`config.mk`:
```
export PLATFORM = sky130hd
export DESIGN_NAME = mem_bus_arbiter
export DESIGN_NICKNAME = d
export VERILOG_FILES = /design/src/rtl/constants.sv /design/src/rtl/register.sv /design/src/rtl/wait_counter.sv /design/src/rtl/mem_bus_arbiter.sv
export SDC_FILE = /design/constraint.sdc
export NUM_CORES = 1
export LEC_CHECK = 0
export CAP_MARGIN = 5
export CORE_MARGIN = 3
export CORE_UTILIZATION = 30
export CTS_CLUSTER_SIZE = 10
export DETAILED_ROUTE_END_ITERATION = 8
export PLACE_DENSITY = 0.68
export SYNTH_ARGS = -nofsm -noshare
export SYNTH_HDL_FRONTEND = slang
export SYNTH_HIERARCHICAL = 1
export SYNTH_SLANG_ARGS = --single-unit
```
`constraint.sdc`:
```
create_clock -name clock -period 1.6 [get_ports clock]
set_input_delay 0.24 -clock clock [delete_from_list [all_inputs] [get_ports clock]]
set_output_delay 0.24 -clock clock [all_outputs]
set_load 0.1 [all_outputs]
```
`src/rtl/constants.sv`:
```
// Shared types and constants for mem_bus_arbiter: the arbiter state
// encoding, bus-owner encoding and datapath/counter widths.
package mem_bus_arbiter_pkg;

    localparam int DATA_W = 16;
    localparam int CNT_W  = 4;   // covers WAIT_STATES up to 15

    typedef enum logic [1:0] {
        IDLE    = 2'd0,
        CPU_ACC = 2'd1,
        DMA_ACC = 2'd2
    } arbState_t;

    typedef enum logic {
        OWN_CPU = 1'b0,
        OWN_DMA = 1'b1
    } owner_t;

endpackage

```
`src/rtl/register.sv`:
```
// Generic clearable load register; holds the granted requester's
// address and write data for the duration of a memory access.
module register #(
    parameter int WIDTH = 16
) (
    input  logic             clock,
    input  logic             reset_L,
    input  logic             i_clr,
    input  logic             i_load,
    input  logic [WIDTH-1:0] i_d,
    output logic [WIDTH-1:0] o_q
);

    logic [WIDTH-1:0] r_q;

    // Clear wins over load so the bus returns to zero between accesses.
    always_ff @(posedge clock) begin
        if (!reset_L || i_clr) begin
            r_q <= '0;
        end else if (i_load) begin
            r_q <= i_d;
        end
    end

    assign o_q = r_q;

endmodule

```
`src/rtl/wait_counter.sv`:
```
// Wait-state counter: counts 0..WAIT_STATES-1 while enabled and flags
// the terminal count, which marks the completion cycle of an access.
module wait_counter
    import mem_bus_arbiter_pkg::*;
#(
    parameter int WAIT_STATES = 2
) (
    input  logic clock,
    input  logic reset_L,
    input  logic i_clr,
    input  logic i_en,
    output logic o_tc
);

    logic [CNT_W-1:0] r_count;

    // Clear has priority; the owner clears on terminal count and in IDLE.
    always_ff @(posedge clock) begin
        if (!reset_L || i_clr) begin
            r_count <= '0;
        end else if (i_en) begin
            r_count <= r_count + 1'b1;
        end
    end

    assign o_tc = (r_count == CNT_W'(WAIT_STATES - 1));

endmodule

```
`src/rtl/mem_bus_arbiter.sv`:
```
// mem_bus_arbiter: shares one memory bus between the CPU and a DMA/debug
// requester. Each access holds its strobe low for WAIT_STATES cycles and
// is followed by a one-cycle IDLE bubble.
// Optional feature: define ARB_ROUND_ROBIN_EN to alternate ownership on
// contention; the default build gives the CPU fixed priority.
//
// Handshake: the CPU holds cpu_re_L/cpu_we_L low and keeps its state while
// cpu_stall is high; the cycle with the request still asserted and
// cpu_stall low is the completion cycle, and cpu_rdata is valid in it.
// The DMA raises dma_req and holds it until dma_gnt is seen; dma_done
// pulses for one cycle after completion, and dma_req must drop in that
// cycle or the DMA re-arbitrates.
module mem_bus_arbiter
    import mem_bus_arbiter_pkg::*;
#(
    parameter int WAIT_STATES = 2
) (
    input  logic        clock,
    input  logic        reset_L,
    input  logic        cpu_re_L,
    input  logic        cpu_we_L,
    input  logic [15:0] cpu_addr,
    input  logic [15:0] cpu_wdata,
    output logic [15:0] cpu_rdata,
    output logic        cpu_stall,
    input  logic        dma_req,
    input  logic        dma_we,
    input  logic [15:0] dma_addr,
    input  logic [15:0] dma_wdata,
    output logic        dma_gnt,
    output logic        dma_done,
    output logic [15:0] dma_rdata,
    output logic [15:0] mem_addr,
    output logic [15:0] mem_wdata,
    output logic        mem_re_L,
    output logic        mem_we_L,
    input  logic [15:0] mem_rdata,
    output logic        owner,
    output arbState_t   dbg_state
);

    arbState_t          r_state;
    owner_t             r_owner;
    logic               r_mem_re_L;
    logic               r_mem_we_L;
    logic               r_dma_gnt;
    logic               r_dma_done;
    logic [DATA_W-1:0]  r_dma_rdata;

    logic               w_cpu_req;
    logic               w_cpu_we;
    logic               w_active;
    logic               w_tc;
    logic               w_done;
    logic               w_pick_cpu;
    logic               w_pick_dma;
    logic               w_grant;
    logic [DATA_W-1:0]  w_addr_d;
    logic [DATA_W-1:0]  w_wdata_d;
    logic [DATA_W-1:0]  w_lat_addr;
    logic [DATA_W-1:0]  w_lat_wdata;

    // A write wins when the CPU drives both strobes low.
    assign w_cpu_req = !cpu_re_L || !cpu_we_L;
    assign w_cpu_we  = !cpu_we_L;
    assign w_active  = (r_state != IDLE);
    assign w_done    = w_active && w_tc;

`ifdef ARB_ROUND_ROBIN_EN
    owner_t r_last_owner;

    // Remember who owned the last completed access; DMA after reset so
    // the CPU wins the first contention.
    always_ff @(posedge clock) begin
        if (!reset_L) begin
            r_last_owner <= OWN_DMA;
        end else if (w_done) begin
            r_last_owner <= r_owner;
        end
    end
`endif

    // Arbitration, evaluated only in IDLE.
    always_comb begin
        w_pick_cpu = 1'b0;
        w_pick_dma = 1'b0;
        if (r_state == IDLE) begin
`ifdef ARB_ROUND_ROBIN_EN
            if (w_cpu_req && dma_req) begin
                w_pick_cpu = (r_last_owner == OWN_DMA);
                w_pick_dma = (r_last_owner == OWN_CPU);
            end else begin
                w_pick_cpu = w_cpu_req;
                w_pick_dma = dma_req;
            end
`else
            w_pick_cpu = w_cpu_req;
            w_pick_dma = dma_req && !w_cpu_req;
`endif
        end
    end

    assign w_grant   = w_pick_cpu || w_pick_dma;
    assign w_addr_d  = w_pick_cpu ? cpu_addr  : dma_addr;
    assign w_wdata_d = w_pick_cpu ? cpu_wdata : dma_wdata;

    register #(.WIDTH(DATA_W)) u_addr_lat (
        .clock   (clock),
        .reset_L (reset_L),
        .i_clr   (w_done),
        .i_load  (w_grant),
        .i_d     (w_addr_d),
        .o_q     (w_lat_addr)
    );

    register #(.WIDTH(DATA_W)) u_wdata_lat (
        .clock   (clock),
        .reset_L (reset_L),
        .i_clr   (w_done),
        .i_load  (w_grant),
        .i_d     (w_wdata_d),
        .o_q     (w_lat_wdata)
    );

    wait_counter #(.WAIT_STATES(WAIT_STATES)) u_wait (
        .clock   (clock),
        .reset_L (reset_L),
        .i_clr   (!w_active || w_tc),
        .i_en    (w_active),
        .o_tc    (w_tc)
    );

    // Arbiter FSM: grant from IDLE, hold strobe until terminal count,
    // always return to IDLE. Direction is latched into the strobes.
    always_ff @(posedge clock) begin
        if (!reset_L) begin
            r_state     <= IDLE;
            r_owner     <= OWN_CPU;
            r_mem_re_L  <= 1'b1;
            r_mem_we_L  <= 1'b1;
            r_dma_gnt   <= 1'b0;
            r_dma_done  <= 1'b0;
            r_dma_rdata <= '0;
        end else begin
            r_dma_done <= 1'b0;
            case (r_state)
                IDLE: begin
                    if (w_pick_cpu) begin
                        r_state    <= CPU_ACC;
                        r_owner    <= OWN_CPU;
                        r_mem_re_L <= w_cpu_we;
                        r_mem_we_L <= !w_cpu_we;
                    end else if (w_pick_dma) begin
                        r_state    <= DMA_ACC;
                        r_owner    <= OWN_DMA;
                        r_dma_gnt  <= 1'b1;
                        r_mem_re_L <= dma_we;
                        r_mem_we_L <= !dma_we;
                    end
                end
                CPU_ACC: begin
                    if (w_tc) begin
                        r_state    <= IDLE;
                        r_owner    <= OWN_CPU;
                        r_mem_re_L <= 1'b1;
                        r_mem_we_L <= 1'b1;
                    end
                end
                DMA_ACC: begin
                    if (w_tc) begin
                        r_state    <= IDLE;
                        r_owner    <= OWN_CPU;
                        r_mem_re_L <= 1'b1;
                        r_mem_we_L <= 1'b1;
                        r_dma_gnt  <= 1'b0;
                        r_dma_done <= 1'b1;
                        if (!r_mem_re_L) begin
                            r_dma_rdata <= mem_rdata;
                        end
                    end
                end
                default: begin
                    r_state    <= IDLE;
                    r_owner    <= OWN_CPU;
                    r_mem_re_L <= 1'b1;
                    r_mem_we_L <= 1'b1;
                    r_dma_gnt  <= 1'b0;
                end
            endcase
        end
    end

    assign cpu_rdata = mem_rdata;
    assign cpu_stall = w_cpu_req && !((r_state == CPU_ACC) && w_tc);
    assign dma_gnt   = r_dma_gnt;
    assign dma_done  = r_dma_done;
    assign dma_rdata = r_dma_rdata;
    assign mem_addr  = w_lat_addr;
    assign mem_wdata = w_lat_wdata;
    assign mem_re_L  = r_mem_re_L;
    assign mem_we_L  = r_mem_we_L;
    assign owner     = r_owner;
    assign dbg_state = r_state;

endmodule
```
Word level (Yosys, flattened, before mapping)

Cells that the tools add are included.
Widths: inputs -> output; s select.

$add $sub $neg: 1
Equality and inequality tests: 8
Mux-type cells: 22
Bitwise gates (word level): 2
Reductions and logical operators: 23

Operator list:

| operator            | count |
|---|---|
| $mux 16             | 2 |
| $mux 1              | 12 |
| $logic_not 1->1     | 7 |
| $mux 2              | 3 |
| $ne 2x2->1 const B  | 3 |
| $pmux 1 s2          | 3 |
| $logic_or 1x1->1    | 5 |
| $add 4x1->4 const B | 1 |
| $eq 4x1->1 const B  | 1 |
| $logic_and 1x1->1   | 4 |
| $pmux 2 s2          | 1 |
| $reduce_and 2->1    | 2 |
| $reduce_and 4->1    | 1 |
| $ne 3x3->1 const B  | 1 |
| $pmux 1 s3          | 1 |
| $reduce_and 3->1    | 1 |
| $eq 2x1->1 const B  | 1 |
| $eq 2x2->1 const B  | 1 |
| $logic_not 2->1     | 1 |
| $ne 2x1->1 const B  | 1 |
| $not 1->1           | 2 |
| $reduce_bool 2->1   | 1 |
| $reduce_or 2->1     | 1 |

Register bits: 59
Bits of input ports: 86
Output and inout port bits: 72
Word-level logic and storage cells: 66

Logic depth before layout (Yosys ltp)

Word-level depth: 8
Mapped depth: 8
Depth with buffers taken out: 6

Modules after synthesis

The synthesis kept the hierarchy.

By module, submodules not included:

| module          | times used | cells each | area each (um^2) |
|---|---|---|---|
| mem_bus_arbiter | 1          | 164        | 1447.6 |
| register        | 2          | 53         | 594.3 |
| wait_counter    | 1          | 20         | 201.4 |

Least setup slack after synthesis

OpenSTA, ideal clock, no wires.

Kind: reg-to-output
Start point: reg r_state[1], in the netlist dbg_state[1]
End point: out cpu_stall
Data arrival time: 2941 ps
Required time: 1360 ps
Setup slack: -1581 ps
Cell stages (with the launch flop): 4
Path buffers: 0
Cells stage by stage: dfxtp_1 inv_1 ha_1 a22oi_1

Word-level cells in the longest chain between the ends: 4

RTL lines:

| what                   | line                   | source |
|---|---|---|
| start, declared        | mem_bus_arbiter.sv:42  | `arbState_t r_state;` |
| start signal, assigned | mem_bus_arbiter.sv:137 | `r_state <= IDLE;` |
| start signal, assigned | mem_bus_arbiter.sv:149 | `r_state <= CPU_ACC;` |
| start signal, assigned | mem_bus_arbiter.sv:154 | `r_state <= DMA_ACC;` |
| $eq 2x1->1             | mem_bus_arbiter.sv:194 | `assign cpu_stall = w_cpu_req && !((r_state == CPU_ACC) && w_tc);` |
| $logic_and 1x1->1      | mem_bus_arbiter.sv:194 |  |
| $logic_not 1->1        | mem_bus_arbiter.sv:194 |  |
| $logic_and 1x1->1      | mem_bus_arbiter.sv:194 |  |
| end, declared          | mem_bus_arbiter.sv:25  | `output logic cpu_stall,` |

Every way passes these cells.

Worst setup path after layout

Start point: reg u_wait.r_count[1]
End point: out cpu_stall

Word-level cells in the longest chain between the ends: 4

RTL lines:

| what                   | line                   | source |
|---|---|---|
| start, declared        | wait_counter.sv:15     | `logic [CNT_W-1:0] r_count;` |
| start signal, assigned | wait_counter.sv:22     | `r_count <= r_count + 1'b1;` |
| $eq 4x1->1             | wait_counter.sv:26     | `assign o_tc = (r_count == CNT_W'(WAIT_STATES - 1));` |
| via w_tc               | mem_bus_arbiter.sv:53  | `logic w_tc;` |
| $logic_and 1x1->1      | mem_bus_arbiter.sv:194 |  |
| $logic_not 1->1        | mem_bus_arbiter.sv:194 |  |
| $logic_and 1x1->1      | mem_bus_arbiter.sv:194 |  |

The timed path passes the listed nets, and every way through them passes these cells.

==> results.toml <==
[worst_setup_path]
max_stage_delay_ps = 330
cp_data_required_time_ps = 1360
cp-end-kind = "output port"
crit_buf_inv = 3
crit_path_cell_trace = "inv_2 -> ha_4 -> nor3b_4 -> buf_4 -> a22oi_2 -> buf_12"
cp_slowest_cell = "dfxtp_2"
cp_top_family = "buffers and inverters"
critPathArrivalTime_ps = 1540
critPathKind = "reg2out"
cp_max_fo = 2
start_kind = "flip-flop"

[floorplan]
start_util_pct = 31.8
die_y_microns = 103
dieArea_sq_um = 10700
rows = 34
core-area_sq_um = 8930
ios = 158
dieWidth_microns = 103

[route]
drc = 0
via_count = 2674
routedWlPerCell_microns = 17.2
drt_iter0_markers = 80
first_pass_iters = 4
drt_wl_total_microns = 9840
ant_nets = 0
via_per_inst = 4.67

[power]
p_leak_nw = 2.63
p_total_mw = 10.7
peakVddDrop_v = 0.00110
power_density_nw_per_um2 = 1780

[timing]
finalCritPeriodShare_pct = 111
worst_slack_ps = -180
timing.fmax_mhz = 562
rsz0062_at_grt = "true"
skew_ps = 6.50
slew_viol_final = 0
finalCriticalPeriod_ps = 1780
fin_tns_setup_ps = -2600
finalSetupViolCount = 46
max-slew-margin-rel_pct = 74.8
tightest_slew_ps = 376
final_hold_viol_count = 0
fin_hold_ws_ps = 491

[cells_and_area]
final_cell_area_sq_um = 6030
most-common-layout-cells = "clkdlybuf4s50_1, buf_12, dfxtp_1"
area_growth_pct = 113
n_antenna_cell = 0
layout.nets = 552
finalNonFillerCells = 572
final_layout_size_suffix_gt1_share_pct = 44.0
final_util_pct = 67.5
final_common_cell = "clkdlybuf4s50_1"

[clock_tree]
numCtsBuffers = 9
cts_tree = "built"
clock_path_buffers = 2
hold_buffers = 0
clk_latency_ps = 330
cts.reportedPaths.clkPinSlew_ps = 60
clkSinkCount = 58
root_buffer = "clkbuf_8"
htreeDepth = 3

[yosys]
synth_fp_nets = 381
synth-warning-count = 6
synthCells = 290
ys_ff_latch = 58
synth_area_per_cell_sq_um = 9.79
synth.distinct_cells = 37
synth_area_sq_um = 2840
yosysSeqAreaShare_pct = 40.9

[status]
status = "finished with violations"
violations = "setup timing"

[global_routing]
overflow = 0
grt_pass1_wl_microns = 13800
grt_max_degree = 20
grt_antenna_before_repair = 0
gr-usage-all-layers_pct = 16.8
grt_pass1_vias = 2788

[placement]
place_area_sq_um = 5280
place_hpwl_microns = 6740
port_buffers = 157
gp_congestion = 0.771
place_ws_ps = -260
placed_cells = 543

[hold_path]
worst_hold_path_type = "reg2reg"

[job]
drv_cap = 0
per-layer routing:
metal	up-vias	track usage, %	routed length (microns)
li1	1313	-	-
met1	1240	19.3	3850
met2	111	30.4	5060
met3	10	4.90	837
met4	0	4.18	88
met5	-	0	0
logic make-up (layout without fill, tap and decap cells):
logic type	count (synthesis)	count (layout)	synth area share (%)
flip-flops	58	58	40.9
adder cells (fa/ha/maj)	5	5	2.20
AND/OR/NAND/NOR	88	88	13.8
buffers and inverters	41	215	11.0
AO/OA/AOI/OAI	32	32	7.41
XOR/XNOR	1	1	0.309
multiplexers	65	65	24.3
cell usage after synthesis:
library cell	count	area share [%]
a22oi_1	1	0.26
nand3b_1	3	0.79
buf_2	2	0.35
and2_1	1	0.22
ha_1	5	2.2
mux2i_1	33	12
buf_4	18	4.8
nor2_1	34	4.5
clkbuf_2	3	0.53
and3_1	1	0.22
a21boi_4	1	0.66
a31oi_1	1	0.22
nand4b_1	1	0.31
nand2b_1	4	0.88
nor3_1	2	0.35
a211oi_1	4	1.1
o21a_1	1	0.26
buf_12	2	1.4
or2_2	1	0.22
or3b_1	1	0.31
a41oi_1	1	0.31
and3b_1	1	0.31
mux2_2	32	13
a21bo_2	2	0.71
buf_6	7	2.8
o31a_1	1	0.31
nor2b_1	2	0.44
a21oi_1	19	3.4
dfxtp_1	58	41
nor3b_1	1	0.26
nand2_1	32	4.2
nand3_1	3	0.53
xnor2_1	1	0.31
clkbuf_1	3	0.40
o31ai_1	1	0.26
inv_1	6	0.79
nand4_1	1	0.22
timing repair:
item / CTS / global route
setup buffers: 5 / 6
resized for setup: 47 / 47
hold endpoints to repair: 0 / 0
endpoints found under the setup margin: 45 / 50
gates cloned: 3 / 3
pin swaps: 10 / 26
worst reg2reg max path, stage by stage (launching register included):
cell,delay [ps]
dfxtp_4,350
inv_4,60
ha_4,130
a21boi_4,240
buf_6,160
buf_8,130
mux2_4,310
mux2i_1,160
nor2_1,70
state kept, by name (all words and copies together), names as in the netlist:
signal / cells
u_wdata_lat/o_q: 16
dma_done: 1
dma_gnt: 1
u_wait/r_count: 4
u_addr_lat/o_q: 16
mem_we_L: 1
dma_rdata: 16
mem_re_L: 1
dbg_state: 2
cell type report:
cell class,instances,area [sq um]
Clock buffer,11,151
Tap cell,108,135
Fill cell,648,2900
Inverter,6,27.5
Timing Repair Buffer,195,2810
Sequential cell,58,1170
Clock inverter,3,40.0
Multi-Input combinational cell,191,1700
power breakdown:
part           leakage [nW]  internal [mW]  total (mW)  switching [mW]
Sequential            0.477           1.77        2.10           0.329
Clock                 0.101          0.781        1.32           0.539
Combinational          2.05           3.36        7.31            3.96
Total                  2.63           5.91        10.7            4.82
worst paths after layout:
check                       end  depth (start not counted)  slack, ps               from
max                   cpu_stall                          6       -180  u_wait/r_count[1]
min                dma_rdata[6]                          2        490       dma_rdata[6]
max reg2reg  u_wdata_lat/o_q[8]                          8       -120       dbg_state[1]
min reg2reg        dma_rdata[6]                          2        490       dma_rdata[6]
Power figures use the tool's default switching activity.
==> edit, RTL diff (same flow settings) <==
Change the package constant `CNT_W` from 4 to 6.
--- a/src/rtl/constants.sv
+++ b/src/rtl/constants.sv
@@ -4,5 +4,5 @@
 
     localparam int DATA_W = 16;
-    localparam int CNT_W  = 4;   // covers WAIT_STATES up to 15
+    localparam int CNT_W  = 6;   // covers WAIT_STATES up to 15
 
     typedef enum logic [1:0] {
Formal check against the unedited RTL: same outputs for any inputs over 10 cycles, from zero or initial values and one cycle with reset_L low; that may be too few to reach the edited logic, so the function may still have changed.
==> edit against the original RTL <==
- the run still ends with setup timing left
- wire length is 1.8% higher
- sequential cell count rose by 2
- area after synthesis is 2.5% higher
- sequential share of layout area is 0.49 points higher
- hold slack hardly changed
- power is 0.27% higher
- critical path depth up 2
- worst setup slack better by 61 ps
- clock skew is 3.7 ps higher
- critical endpoint is now u_addr_lat/o_q[11]$_SDFFE_PP0P_
- core utilization fell by 2.2 points
- final area rose by 1.1%
==> edit: results (changes against the original RTL) <==
| Metric | Value |
|---|---|
| Run status | `finished with violations` |
| Failing checks | `setup timing` |
| Fillcell total | `733 (+13%)` |
| Met1 usage | `18.9% (-0.40 points)` |
| Worst Setup SP | `dbg_state[1]$_SDFFE_PN0P_` |
| GRT Util Overall | `16.3% (-0.49 points)` |
| Routed WL | `10.0 mm (+1.8%)` |
| Hold path endpoint | `dma_rdata[8]$_SDFFE_PN0P_` |
| Placed insts | `574 (+5.7%)` |
| Worst setup margin | `-119 ps (+61.0 ps)` |
| XOR/XNOR share of the synthesized area | `1.20% (+0.90 points)` |
| CP arrival | `1940 ps (+400 ps)` |
| M1 WL | `4.21 mm (+9.2%)` |
| Clock Buffer Count | `12 (+1)` |
| Signal buffers | `197 (+1.0%)` |
| Final clock-cell share | `3.45% (+0.27 points)` |
| Largest net degree at the start of global routing | `27 (+35%)` |
| Worst Skew | `10.2 ps (+3.68 ps)` |
| Share of cells above drive strength 1 | `41.8% (-2.2 points)` |
| Pwr per Cell Area | `1760 mW/mm^2 (-0.80%)` |
| Post-Synth Adder-Cell Area | `2.15% (-0.053 points)` |
| Wire length on met2 | `5.14 mm (+1.6%)` |
| Synth Area in Compound Gates | `7.06% (-0.35 points)` |
| # setup viols final | `31 (-33%)` |
| Setup tns final | `-1260 ps (+1340 ps)` |
| Worst VDD drop | `1.24 mV (+13%)` |
| Multi-input combinational area share | `27.4% (-0.79 points)` |
| Reg2reg end | `u_addr_lat/o_q[11]$_SDFFE_PP0P_` |
| Syn Nets | `390 (+2.4%)` |
| Final net count | `563 (+2.0%)` |
| Sequential area share after synthesis | `41.3% (+0.39 points)` |
| Hold Path Origin | `dma_rdata[8]$_SDFFE_PN0P_` |
| Buffering overhead | `46.2% (-0.37 points)` |
| Sw Ratio | `44.9% (-0.072 points)` |
| Yosys cell types | `40 (+8.1%)` |
| Final hold slack | `491 ps (-0.162 ps)` |
-- edit: changes by cell type in the layout (fill, tap and decap cells not counted), sizes merged, moves of 2 or more --
cell    change
nand3b      -2
clkbuf      +3
nor2        +3
xor2        +3
nand2       +2
dfxtp       +2
-- edit: worst max-delay path by stage --
stage                                            to  slack, ps  depth (start not counted)
finish              u_addr_lat/o_q[11]$_SDFFE_PP0P_       -120                          8
global route        u_addr_lat/o_q[11]$_SDFFE_PP0P_       -160                          8
CTS                  u_addr_lat/o_q[9]$_SDFFE_PP0P_       -110                          7
detailed placement   u_addr_lat/o_q[5]$_SDFFE_PP0P_       -240                          6
global placement    u_wdata_lat/o_q[4]$_SDFFE_PP0P_       -210                          6
floorplan                                 cpu_stall       -320                          3
-- edit: repair_timing --
item,in CTS,in global routing
setup buffers,4,5
gates cloned,1,7
resized for setup,18,54
endpoints found under the setup margin,35,55
pin swaps,4,16
hold buffers,0,0
